**src/rtl/hdmi_audio_pkg.sv**
```systemverilog
// ----------------------------------------------------------------------------
// hdmi_audio_pkg : shared types, constants and sample helpers -- Rev 1.0
// ----------------------------------------------------------------------------
`default_nettype none

package hdmi_audio_pkg;

  localparam int ACC_W = 27;
  localparam logic [8:0] GAIN_ONE  = 9'd256;
  localparam logic [8:0] GAIN_STEP = 9'd16;

  typedef enum logic [1:0] {
    ST_RUN      = 2'd0,
    ST_FADE_OUT = 2'd1,
    ST_FADE_IN  = 2'd2
  } fade_state_t;

  // Clamp a 17-bit signed value into the 16-bit signed range.
  function automatic logic signed [15:0] sat16(input logic signed [16:0] v);
    if (v[16] != v[15]) begin
      return v[16] ? 16'sh8000 : 16'sh7FFF;
    end
    return v[15:0];
  endfunction

  function automatic logic signed [15:0] vol_shift(input logic signed [15:0] x,
                                                   input logic [1:0] v);
    case (v)
      2'd3:    return x;
      2'd2:    return x >>> 1;
      2'd1:    return x >>> 2;
      default: return '0;
    endcase
  endfunction

endpackage

`default_nettype wire

```
**src/rtl/audio_tick_gen.sv**
```systemverilog
// ----------------------------------------------------------------------------
// audio_tick_gen : fractional divider producing the audio clock and sample tick -- Rev 1.0
// ----------------------------------------------------------------------------
`default_nettype none

module audio_tick_gen
  import hdmi_audio_pkg::*;
#(
  parameter int unsigned CLK_HZ_PAL  = 31500000,
  parameter int unsigned CLK_HZ_NTSC = 32727272,
  parameter int unsigned AUDIO_RATE  = 48000
) (
  input  logic clk,
  input  logic reset_n,
  input  logic ntscmode,
  output logic clk_audio,
  output logic tick
);

  localparam logic [ACC_W-1:0] INC      = ACC_W'(2 * AUDIO_RATE);
  localparam logic [ACC_W-1:0] MOD_PAL  = ACC_W'(CLK_HZ_PAL);
  localparam logic [ACC_W-1:0] MOD_NTSC = ACC_W'(CLK_HZ_NTSC);

  logic [ACC_W-1:0] r_acc;
  logic             r_ntsc;
  logic             r_clk_audio;
  logic [ACC_W-1:0] w_mod;
  logic [ACC_W-1:0] w_sum;
  logic             w_mode_chg;
  logic             w_wrap;

  assign w_mod      = r_ntsc ? MOD_NTSC : MOD_PAL;
  assign w_sum      = r_acc + INC;
  assign w_mode_chg = (ntscmode != r_ntsc);
  assign w_wrap     = !w_mode_chg && (w_sum >= w_mod);

  // A mode change restarts the phase from zero and suppresses that cycle's toggle.
  always_ff @(posedge clk or negedge reset_n) begin
    if (!reset_n) begin
      r_acc       <= '0;
      r_ntsc      <= 1'b0;
      r_clk_audio <= 1'b0;
    end else if (w_mode_chg) begin
      r_acc  <= '0;
      r_ntsc <= ntscmode;
    end else if (w_wrap) begin
      r_acc       <= w_sum - w_mod;
      r_clk_audio <= ~r_clk_audio;
    end else begin
      r_acc <= w_sum;
    end
  end

  assign clk_audio = r_clk_audio;
  assign tick      = w_wrap && !r_clk_audio;

endmodule

`default_nettype wire

```
**src/rtl/hdmi_audio_ctrl.sv**
```systemverilog
// ----------------------------------------------------------------------------
// hdmi_audio_ctrl : HDMI audio clock, volume scaling and click-free fades -- Rev 1.0
// ----------------------------------------------------------------------------
`default_nettype none

module hdmi_audio_ctrl
  import hdmi_audio_pkg::*;
#(
  parameter int unsigned CLK_HZ_PAL  = 31500000,
  parameter int unsigned CLK_HZ_NTSC = 32727272,
  parameter int unsigned AUDIO_RATE  = 48000
) (
  input  logic               clk,
  input  logic               reset_n,
  input  logic               ntscmode,
  input  logic signed [17:0] audio_l,
  input  logic signed [17:0] audio_r,
  input  logic        [1:0]  volume,
  output logic               clk_audio,
  output logic signed [15:0] sample_l,
  output logic signed [15:0] sample_r,
  output logic               sample_stb,
  output logic               fading
);

  logic tick;

  audio_tick_gen #(
    .CLK_HZ_PAL (CLK_HZ_PAL),
    .CLK_HZ_NTSC(CLK_HZ_NTSC),
    .AUDIO_RATE (AUDIO_RATE)
  ) u_tick (
    .clk      (clk),
    .reset_n  (reset_n),
    .ntscmode (ntscmode),
    .clk_audio(clk_audio),
    .tick     (tick)
  );

  fade_state_t        r_state;
  logic        [8:0]  r_gain;
  logic        [1:0]  r_vol_act;

  logic               r_v1;
  logic               r_v2;
  logic signed [15:0] r_x_l;
  logic signed [15:0] r_x_r;
  logic signed [15:0] r_y_l;
  logic signed [15:0] r_y_r;

  logic signed [25:0] w_y_l_ext;
  logic signed [25:0] w_y_r_ext;
  logic signed [25:0] w_gain_ext;
  logic signed [25:0] w_prod_l;
  logic signed [25:0] w_prod_r;
  logic               w_unused;

  assign w_y_l_ext  = 26'(r_y_l);
  assign w_y_r_ext  = 26'(r_y_r);
  assign w_gain_ext = {17'd0, r_gain};
  assign w_prod_l   = w_y_l_ext * w_gain_ext;
  assign w_prod_r   = w_y_r_ext * w_gain_ext;

  // Gain never exceeds 256, so bits [23:8] already hold the full-range result.
  assign w_unused = ^{audio_l[0], audio_r[0], w_prod_l[25:24], w_prod_l[7:0],
                      w_prod_r[25:24], w_prod_r[7:0]};

  always_ff @(posedge clk or negedge reset_n) begin
    if (!reset_n) begin
      r_v1       <= 1'b0;
      r_v2       <= 1'b0;
      r_x_l      <= '0;
      r_x_r      <= '0;
      r_y_l      <= '0;
      r_y_r      <= '0;
      sample_l   <= '0;
      sample_r   <= '0;
      sample_stb <= 1'b0;
    end else begin
      r_v1       <= tick;
      r_v2       <= r_v1;
      sample_stb <= r_v2;
      if (tick) begin
        r_x_l <= sat16(audio_l[17:1]);
        r_x_r <= sat16(audio_r[17:1]);
      end
      if (r_v1) begin
        r_y_l <= vol_shift(r_x_l, r_vol_act);
        r_y_r <= vol_shift(r_x_r, r_vol_act);
      end
      if (r_v2) begin
        sample_l <= w_prod_l[23:8];
        sample_r <= w_prod_r[23:8];
      end
    end
  end

  // Volume only switches at zero gain so the step is inaudible.
  always_ff @(posedge clk or negedge reset_n) begin
    if (!reset_n) begin
      r_state   <= ST_FADE_OUT;
      r_gain    <= '0;
      r_vol_act <= '0;
      fading    <= 1'b1;
    end else if (tick) begin
      case (r_state)
        ST_RUN: begin
          if (volume != r_vol_act) begin
            r_state <= ST_FADE_OUT;
            fading  <= 1'b1;
          end
        end
        ST_FADE_OUT: begin
          if (r_gain == '0) begin
            r_vol_act <= volume;
            if (volume != 2'd0) begin
              r_state <= ST_FADE_IN;
              fading  <= 1'b1;
            end else begin
              r_state <= ST_RUN;
              fading  <= 1'b0;
            end
          end else if (r_gain >= GAIN_STEP) begin
            r_gain <= r_gain - GAIN_STEP;
          end else begin
            r_gain <= '0;
          end
        end
        ST_FADE_IN: begin
          if (volume != r_vol_act) begin
            r_state <= ST_FADE_OUT;
          end else if (r_gain >= GAIN_ONE - GAIN_STEP) begin
            r_gain  <= GAIN_ONE;
            r_state <= ST_RUN;
            fading  <= 1'b0;
          end else begin
            r_gain <= r_gain + GAIN_STEP;
          end
        end
        default: begin
          r_state <= ST_FADE_OUT;
          fading  <= 1'b1;
        end
      endcase
    end
  end

endmodule

`default_nettype wire

```
**config.mk**
```make
export PLATFORM = sky130hd
export DESIGN_NAME = hdmi_audio_ctrl
export DESIGN_NICKNAME = d
export VERILOG_FILES = /design/src/rtl/hdmi_audio_pkg.sv /design/src/rtl/audio_tick_gen.sv /design/src/rtl/hdmi_audio_ctrl.sv
export SDC_FILE = /design/constraint.sdc
export NUM_CORES = 1
export LEC_CHECK = 0
export CAP_MARGIN = 0
export CORE_MARGIN = 2
export CORE_UTILIZATION = 65
export DETAILED_ROUTE_END_ITERATION = 7
export GPL_TIMING_DRIVEN = 1
export HOLD_SLACK_MARGIN = 0.15
export PLACE_DENSITY = 0.85
export SLEW_MARGIN = 25
export SYNTH_ARGS = -nofsm -noshare
export SYNTH_HDL_FRONTEND = slang
export SYNTH_SLANG_ARGS = --single-unit
```
**constraint.sdc**
```tcl
create_clock -name clk -period 8.8 [get_ports clk]
set_input_delay 1.32 -clock clk [delete_from_list [all_inputs] [get_ports clk]]
set_output_delay 1.32 -clock clk [all_outputs]
set_load 0.1 [all_outputs]
```
==> results of run 1 <==
==> metal layers <==
metal / vias up / part of all wire, % / track usage, %
li1: 5504 / - / -
met1: 5802 / 43 / 38.1
met2: 435 / 49 / 49.1
met3: 66 / 5.7 / 3.75
met4: 0 / 2.1 / 9.26
met5: - / 0 / 0
==> flip-flops by register name, summed over array words and instances (netlist names), 2 cells and up <==
name and cells:
r_gain 5, r_y_l 16, r_state 2, r_x_r 16, r_x_l 16, u_tick.r_acc 24
sample_l 16, r_vol_act 2, sample_r 16, r_y_r 16
==> cell type report <==
| cell class | instances | area, µm² | share of cell area (%) |
|---|---|---|---|
| clock buffers | 17 | 425 | 2.53 |
| repair buffers | 83 | 807 | 4.80 |
| multi-input cells | 1288 | 11100 | 66.0 |
| clock inverters | 15 | 215 | 1.28 |
| flip-flops and latches | 135 | 3390 | 20.1 |
| inverters | 139 | 522 | 3.10 |
| well taps | 285 | 357 | 2.12 |
==> layout by cell type, fill, tap and decap left out, drive strengths merged, types with 12 or more instances in the layout <==
| cell type | synthesis | final |
|---|---|---|
| clkbuf | 69 | 17 |
| nor2 | 60 | 60 |
| nor2b | 12 | 12 |
| a211oi | 15 | 15 |
| conb | 2 | 78 |
| a21oi | 165 | 165 |
| mux2 | 58 | 58 |
| and2 | 117 | 117 |
| mux2i | 33 | 33 |
| xnor2 | 52 | 52 |
| ha | 162 | 162 |
| a31oi | 43 | 43 |
| o21bai | 13 | 13 |
| fa | 148 | 148 |
| inv | 138 | 144 |
| xor2 | 16 | 16 |
| nor3 | 29 | 29 |
| clkdlybuf4s50 | 0 | 72 |
| a21o | 12 | 12 |
| nand2 | 95 | 95 |
| o21ai | 37 | 37 |
| dfrtp | 133 | 133 |
==> stage by stage <==
step	utilization, %	hold WS, ns	setup slack, ns	cell area, µm²	cells
floorplan	-	0.352	3.53	15300	1646
global placement	71.2	0.471	3.01	16200	1930
detailed placement	71.2	0.476	3.04	16200	1930
CTS	74.0	0.492	2.99	16800	1962
global route	74.1	0.526	2.74	16800	1962
finish	74.1	0.494	2.97	16800	1962
==> worst min-delay path, stage by stage, from the launching register on <==
cell and delay [ns]:
dfrtp_1 0.34, nand2_1 0.05, o21ai_0 0.06
==> path summary, 6_finish.rpt <==
check	start	to	slack [ns]	cells after the start
worst min-delay path	sample_r[13]	sample_r[13]	0.49	2
worst max register to register	r_gain[4]	sample_r[15]	2.97	17
worst max-delay path	r_gain[4]	sample_r[15]	2.97	17
min in group asynchronous	reset_n	u_tick.r_ntsc	0.90	1
worst min register to register	sample_r[13]	sample_r[13]	0.49	2
max in group asynchronous	reset_n	r_vol_act[0]	6.57	2
==> logic make-up (layout without fill, tap and decap cells) <==
group | count (synthesis) | count (layout) | synth area share (%)
simple gates | 390 | 390 | 13.8
xor+xnor | 68 | 68 | 3.96
flops | 135 | 135 | 22.5
fa+ha+maj | 310 | 310 | 33.2
compound gates | 351 | 351 | 14.2
other cells | 2 | 78 | 0.0499
buf+inv | 223 | 254 | 5.75
mux | 91 | 91 | 6.54
==> impl_metrics.csv, run 1 <==
group,metric,value,unit
grt,grt_pass1_vias,11999,
status,status,"complete, no violations",
clock_tree,cts_tree,"done",
timing,fin_worst_skew,0.0130,ns
synthesis,synth_commonest_cells,"165 x a21oi_1, 162 x ha_1, 148 x fa_1",
die,die_w,156,µm
setup_path,cpMaxStageDelayCell,"fa_1",
grt,track_usage,28.7,%
synthesis,synthArstFlopShare,100,%
synthesis,syn_area,15000,µm²
timing,period_share,66.3,%
route,finalWirelength,32900,µm
timing,tightest_slew,0.980,ns
placed_design,gp_congestion,0.886,
setup_path,cp-start-kind,"flip-flop",
die,row_count,55,
clock_tree,cts_hold_buf,0,
synthesis,synth.most_common_cell,"a21oi_1",
timing,finalHoldViolations,0,
synthesis,syn_inst,1570,
die,start_util,66.2,%
synthesis,synth_warnings,0,
setup_path,critPathTopFamily,"adder cells",
synthesis,avgSynthCellArea,9.58,µm²
clock_tree,root_buffer,"clkbuf_16",
placed_design,port_buffers,73,
timing,slew_headroom,34.4,%
clock_tree,htree_levels,4,
synthesis,synth_enable_flop_cells,0,
setup_path,worstPathArrival,6.16,ns
clock_tree,clock_latency,0.44,ns
setup_path,critPathKind,"flip-flop to flip-flop",
grt,grt_pass1_wl,56500,µm
finish,fillers,1590,
finish,areaGrowthSynthToFinish,11.8,%
die,core,22700,µm²
grt,grt_overflow_total,0,
placed_design,place_hpwl,23800,µm
setup_path,required,9.12,ns
route,vias_per_cell,6.02,
die,die_area,24400,µm²
clock_tree,clkSinkCount,135,
route,post-route-drc-count,0,
synthesis,synth_top_area_cell,"dfrtp_1",
synthesis,synth_top_cell_area_share,22.1,%
setup_path,crit_fanout,30,
flow_run,maxCapViolCount,0,
setup_path,cp-end-kind,"flip-flop",
finish,antenna_cells,0,
grt,grt_max_degree,88,
clock_tree,post_cts_buffers,0,
clock_tree,clkTransAtPathRegs,0.07,ns
synthesis,synth_ff_type,"dfrtp_1",
clock_tree,cts_buffer_depth,2,
die,die_h,156,µm
synthesis,ys_seq_area_share,22.5,%
clock_tree,cts_resized,0,
grt,antenna_found_initial,0,
finish,nets,2015,
timing,slew_violations,0,
finish,layout-drive-gt1-share,7.39,%
route,drtPass1Iterations,5,
timing,fmax,0.171,GHz
synthesis,ys_types,76,
timing,grt_setup_unrepaired,"false",
timing,setup_viol,0,
setup_path,slowest_delay,0.56,ns
clock_tree,cts_buffers,17,
route,ant_nets,0,
synthesis,synth_seq_cells,135,
timing,fin_setup_tns,0,ns
setup_path,path_buf_inv,2,
route,num_vias,11807,
setup_path,cp_cell_sequence,"buf_4, nand2_1, fa_1, inv_1, fa_1, fa_1, fa_1, fa_1, ha_1, a21o_1, a31oi_1, nor3b_1, o22a_1, a31oi_1, a311oi_1, xnor2_1, mux2_2",
route,wire_per_inst,16.8,µm
synthesis,synth.area.top_cells,"dfrtp_1 22%, fa_1 20%, ha_1 13%",
setup_path,cpMostUsedCell,"fa_1",
route,first_iter_violations,896,
timing,layout_min_cycle_time,5.83,ns
die,ios,76,
worst_hold_path,hold_class,"flip-flop to flip-flop",
Power of run 1 is left out: the tool's default activity adds up to more than one toggle a clock period on the data nets, which glitch-free logic cannot reach.
==> run 2, diff against run 1 <==
CORE_UTILIZATION = 57   (was 65)
PLACE_DENSITY = 0.79   (was 0.85)
clock period = 4.8 ns   (was 8.8 ns; I/O delays follow)
==> run 2 against run 1 <==
The flow now finishes with violations (negative setup slack). Maximum frequency up 9.8%. Sequential share of layout area decreased by 2.0 points. Worst hold slack got worse by 0.16 ns.
==> impl_metrics.csv, run 2 (synthesis gave the netlist of run 1 again) <==
group,metric,value,unit
finish,antenna_cells,0,
route,num_vias,12496,
clock_tree,cts_tree,"done",
setup_path,cp-start-kind,"flip-flop",
setup_path,crit_fanout,7,
setup_path,required,5.11,ns
setup_path,worstPathArrival,5.63,ns
finish,nets,2155,
grt,grt_pass1_vias,12591,
die,die_area,27700,µm²
grt,grt_max_degree,101,
placed_design,gp_congestion,0.893,
setup_path,cp-end-kind,"flip-flop",
timing,layout_min_cycle_time,5.31,ns
timing,whs,0.329,ns
grt,grt_pass1_wl,60900,µm
timing,slew_violations,0,
die,core,26000,µm²
placed_design,port_buffers,73,
route,post-route-drc-count,0,
timing,finalHoldViolations,0,
finish,final_cells,2152,
die,ios,76,
grt,track_usage,26.8,%
route,vias_per_cell,5.81,
route,drtPass1Iterations,5,
die,die_h,166,µm
timing,grt_setup_unrepaired,"true",
timing,slew_headroom,33.8,%
finish,layout-drive-gt1-share,20.6,%
timing,setup_viol,19,
die,start_util,57.9,%
route,ant_nets,0,
clock_tree,clkSinkCount,135,
placed_design,place_hpwl,25100,µm
worst_hold_path,hold_class,"primary input to asynchronous set/reset pin",
clock_tree,clock_latency,0.43,ns
timing,fmax,0.188,GHz
route,wire_per_inst,17.9,µm
clock_tree,root_buffer,"clkbuf_16",
die,die_w,166,µm
timing,fin_ws,-0.512,ns
finish,areaGrowthSynthToFinish,24.0,%
clock_tree,htree_levels,4,
die,row_count,59,
grt,antenna_found_initial,0,
status,status,"complete, but fails checks",
clock_tree,cts_buffers,17,
route,finalWirelength,38400,µm
route,first_iter_violations,902,
setup_path,critPathKind,"flip-flop to flip-flop",
status,violations,"negative setup slack",
flow_run,maxCapViolCount,0,
timing,tightest_slew,0.990,ns
finish,top_register,"u_tick.r_acc",
placed_design,placed_cells_incl_taps,2086,
clock_tree,clkTransAtPathRegs,0.07,ns
clock_tree,cts_buffer_depth,2,
finish,largest_register_ffs,24,
timing,period_share,111,%
grt,grt_overflow_total,0,
finish,layout_common_cells,"158 x a21oi_1, 139 x ha_1, 134 x buf_4, 131 x fa_1, 130 x inv_1",
finish,layout_commonest_cell,"a21oi_1",
timing,fin_worst_skew,0.0132,ns
clock_tree,cts_hold_buf,0,
-- run 2: cell types whose count changed in the layout (fill, tap and decap cells not counted), moves of 10 or more --
cell,delta
buf_4,+124
fa_2,+17
fa_1,-17
o21ai_0,-14
nand2_1,-10
ha_1,-23
ha_4,+21
-- run 2: through the flow --
stage                     utilization (%)  cell area (µm²)  setup WS (ns)  setup TNS, ns
after floorplan                         -            15400         0.0128              0
after global routing                 71.8            18600         -0.611          -6.66
after CTS                            70.5            18300         -0.201         -0.923
after global placement               65.8            17100         -0.262          -1.94
final                                71.8            18600         -0.512          -4.33
after detailed placement             65.8            17100         -0.402          -3.22
-- run 2: worst paths after layout --
kind,startpoint,end,slack (ns),depth (start not counted)
min,reset_n,u_tick.r_ntsc,0.33,1
min reg2reg,sample_r[13],sample_r[13],0.49,2
max reg2reg,r_gain[4],sample_l[15],-0.51,18
max in group asynchronous,reset_n,r_x_r[10],3.36,2
min in group clk,sample_r[13],sample_r[13],0.49,2
max,r_gain[4],sample_l[15],-0.51,18
-- run 2: worst max-delay path, cell delays in order (launching register included) --
cell and delay, ns:
dfrtp_2 0.53, buf_8 0.17, buf_6 0.10, nand2_4 0.04, fa_1 0.51, inv_1 0.09
fa_1 0.55, fa_1 0.45, fa_1 0.55, fa_1 0.47, ha_4 0.21, a21oi_4 0.16
o21bai_4 0.09, o221ai_2 0.15, o31a_1 0.32, a31oi_4 0.17, a311oi_2 0.24, xnor2_1 0.12
mux2_4 0.27
-- run 2: per-layer routing --
metal / track usage, % / up-vias / part of all wire (%)
met2: 45.7 / 402 / 49
met1: 35.4 / 6180 / 42
met3: 3.33 / 114 / 4.9
met5: 0 / - / 0
li1: - / 5800 / -
met4: 9.48 / 0 / 3.7
-- run 2: area by class of cell --
type | instances | area, µm²
Clock buffer | 18 | 429
Clock inverter | 14 | 143
Inverter | 139 | 522
Tap cell | 335 | 419
Fill cell | 1747 | 7340
Multi-Input combinational cell | 1288 | 11800
Sequential cell | 135 | 3390
Timing Repair Buffer | 223 | 1980
-- run 2: repair_timing --
| item | in CTS | in global routing |
|---|---|---|
| setup buffers | 26 | 9 |
| resized for setup | 96 | 62 |
| setup endpoints to repair | 15 | 21 |
| pin swaps | 75 | 56 |
| cloned | 1 | 0 |
Power of run 2 is left out for the same reason.
==> run 3, diff against run 2 <==
TNS_END_PERCENT = 5   (was unset)
==> run 3 against run 2 <==
The flow still finishes with violations (negative setup slack). Critical path depth unchanged. Global-route usage down 1.3 points. Maximum frequency up 5.6%.
==> impl_metrics.csv, run 3 (synthesis gave the netlist of run 1 again) <==
group,metric,value,unit
status,status,"complete, but fails checks",
status,violations,"negative setup slack",
placed_design,dpl-instance-area,17100,µm²
clock_tree,htree_levels,4,
finish,layout-drive-gt1-share,16.2,%
finish,areaGrowthSynthToFinish,20.3,%
timing,setup_viol,14,
timing,fin_ws,-0.231,ns
finish,stdcell_area,18100,µm²
finish,nets,2137,
finish,fillers,1958,
placed_design,port_buffers,73,
setup_path,cp_cell_sequence,"buf_4, nand2_1, fa_1, inv_1, fa_2, fa_1, fa_1, fa_2, ha_4, a21o_1, a31oi_1, nor3b_2, o22a_1, a31oi_4, a311oi_1, buf_4, xnor2_1, mux2_2",
finish,antenna_cells,0,
route,post-route-drc-count,0,
timing,period_share,105,%
route,wire_per_inst,16.2,µm
placed_design,pre_cts_ws,-0.515,ns
clock_tree,cts_buffer_depth,2,
timing,slew_headroom,30.9,%
setup_path,slowest_delay,0.53,ns
route,ant_nets,0,
grt,track_usage,25.5,%
clock_tree,clkSinkCount,135,
setup_path,cp-start-kind,"flip-flop",
worst_hold_path,hold_class,"primary input to asynchronous set/reset pin",
clock_tree,cts_buffers,17,
die,ios,76,
placed_design,place_hpwl,25800,µm
grt,grt_pass1_vias,12435,
grt,antenna_found_initial,0,
setup_path,cpMaxStageDelayCell,"fa_1",
route,num_vias,12059,
setup_path,cpMostUsedCell,"fa_1",
clock_tree,clkTransAtPathRegs,0.07,ns
timing,finalHoldViolations,0,
setup_path,cp-end-kind,"flip-flop",
grt,grt_overflow_total,0,
timing,tightest_slew,1.03,ns
route,finalWirelength,34600,µm
setup_path,critPathKind,"flip-flop to flip-flop",
route,vias_per_cell,5.65,
setup_path,crit_fanout,6,
timing,grt_setup_unrepaired,"true",
die,start_util,57.9,%
timing,fin_setup_tns,-1.62,ns
timing,fin_worst_skew,0.0150,ns
placed_design,gp_congestion,0.900,
timing,whs,0.401,ns
die,row_count,59,
route,first_iter_violations,747,
die,die_h,166,µm
die,die_area,27700,µm²
grt,grt_pass1_wl,58700,µm
finish,largest_register_ffs,24,
clock_tree,clock_latency,0.44,ns
die,die_w,166,µm
timing,layout_min_cycle_time,5.03,ns
clock_tree,cts_tree,"done",
flow_run,maxCapViolCount,0,
timing,fmax,0.199,GHz
setup_path,worstPathArrival,5.35,ns
finish,layout_commonest_cell,"a21oi_1",
route,drtPass1Iterations,5,
timing,slew_violations,0,
setup_path,required,5.12,ns
clock_tree,cts_hold_buf,0,
grt,grt_max_degree,109,
finish,top_register,"u_tick.r_acc",
finish,layout_common_cells,"162 x a21oi_1, 153 x ha_1, 138 x fa_1, 137 x inv_1, 128 x dfrtp_1",
die,core,26000,µm²
clock_tree,root_buffer,"clkbuf_16",
[run 3: per-stage QoR]
step | util [%] | instances
2_1_floorplan | - | 1646
3_3_place_gp | 66.0 | 2091
3_5_place_dp | 66.0 | 2091
4_1_cts | 68.9 | 2130
5_1_grt | 69.6 | 2134
6_report | 69.6 | 2134
[run 3: worst paths after layout]
| check | start | end | slack [ns] | depth (start not counted) |
|---|---|---|---|---|
| setup / recovery | r_gain[6] | sample_r[15] | -0.23 | 18 |
| max in group asynchronous | reset_n | r_y_l[0] | 3.42 | 2 |
| min in group clk | sample_l[6] | sample_l[6] | 0.50 | 1 |
| hold / removal | reset_n | u_tick.r_ntsc | 0.40 | 1 |
| setup reg to reg | r_gain[6] | sample_r[15] | -0.23 | 18 |
| hold reg to reg | sample_l[6] | sample_l[6] | 0.50 | 1 |
[run 3: critical path, delay by kind of cell (launching register included)]
kind | cells | cell delay, ns
mux | 1 | 0.26
compound gates | 5 | 0.91
fa+ha+maj | 6 | 2.54
xor+xnor | 1 | 0.06
simple gates | 2 | 0.28
flops | 1 | 0.45
buf+inv | 3 | 0.42
[run 3: final cells by class]
class | instances | area (µm²) | area share (%)
timing repair buffer | 205 | 1780 | 9.85
multi-input combinational | 1288 | 11400 | 62.9
inverter | 139 | 522 | 2.88
sequential | 135 | 3390 | 18.7
clock inverter | 13 | 159 | 0.878
tap | 335 | 419 | 2.32
clock buffer | 19 | 443 | 2.45
[run 3: timing repair]
item	CTS	global route
cloned	0	1
pin swaps	29	22
endpoints found under the setup margin	17	16
gates resized for setup	30	34
setup buffers	7	3
[run 3: per-layer routing]
layer	up-vias	share of wire, %	track usage (%)
met4	0	1.7	6.26
met3	48	4.1	2.78
met5	-	0	0
met2	279	50	45.1
li1	5758	-	-
met1	5974	44	33.8
Power of run 3 is left out for the same reason.
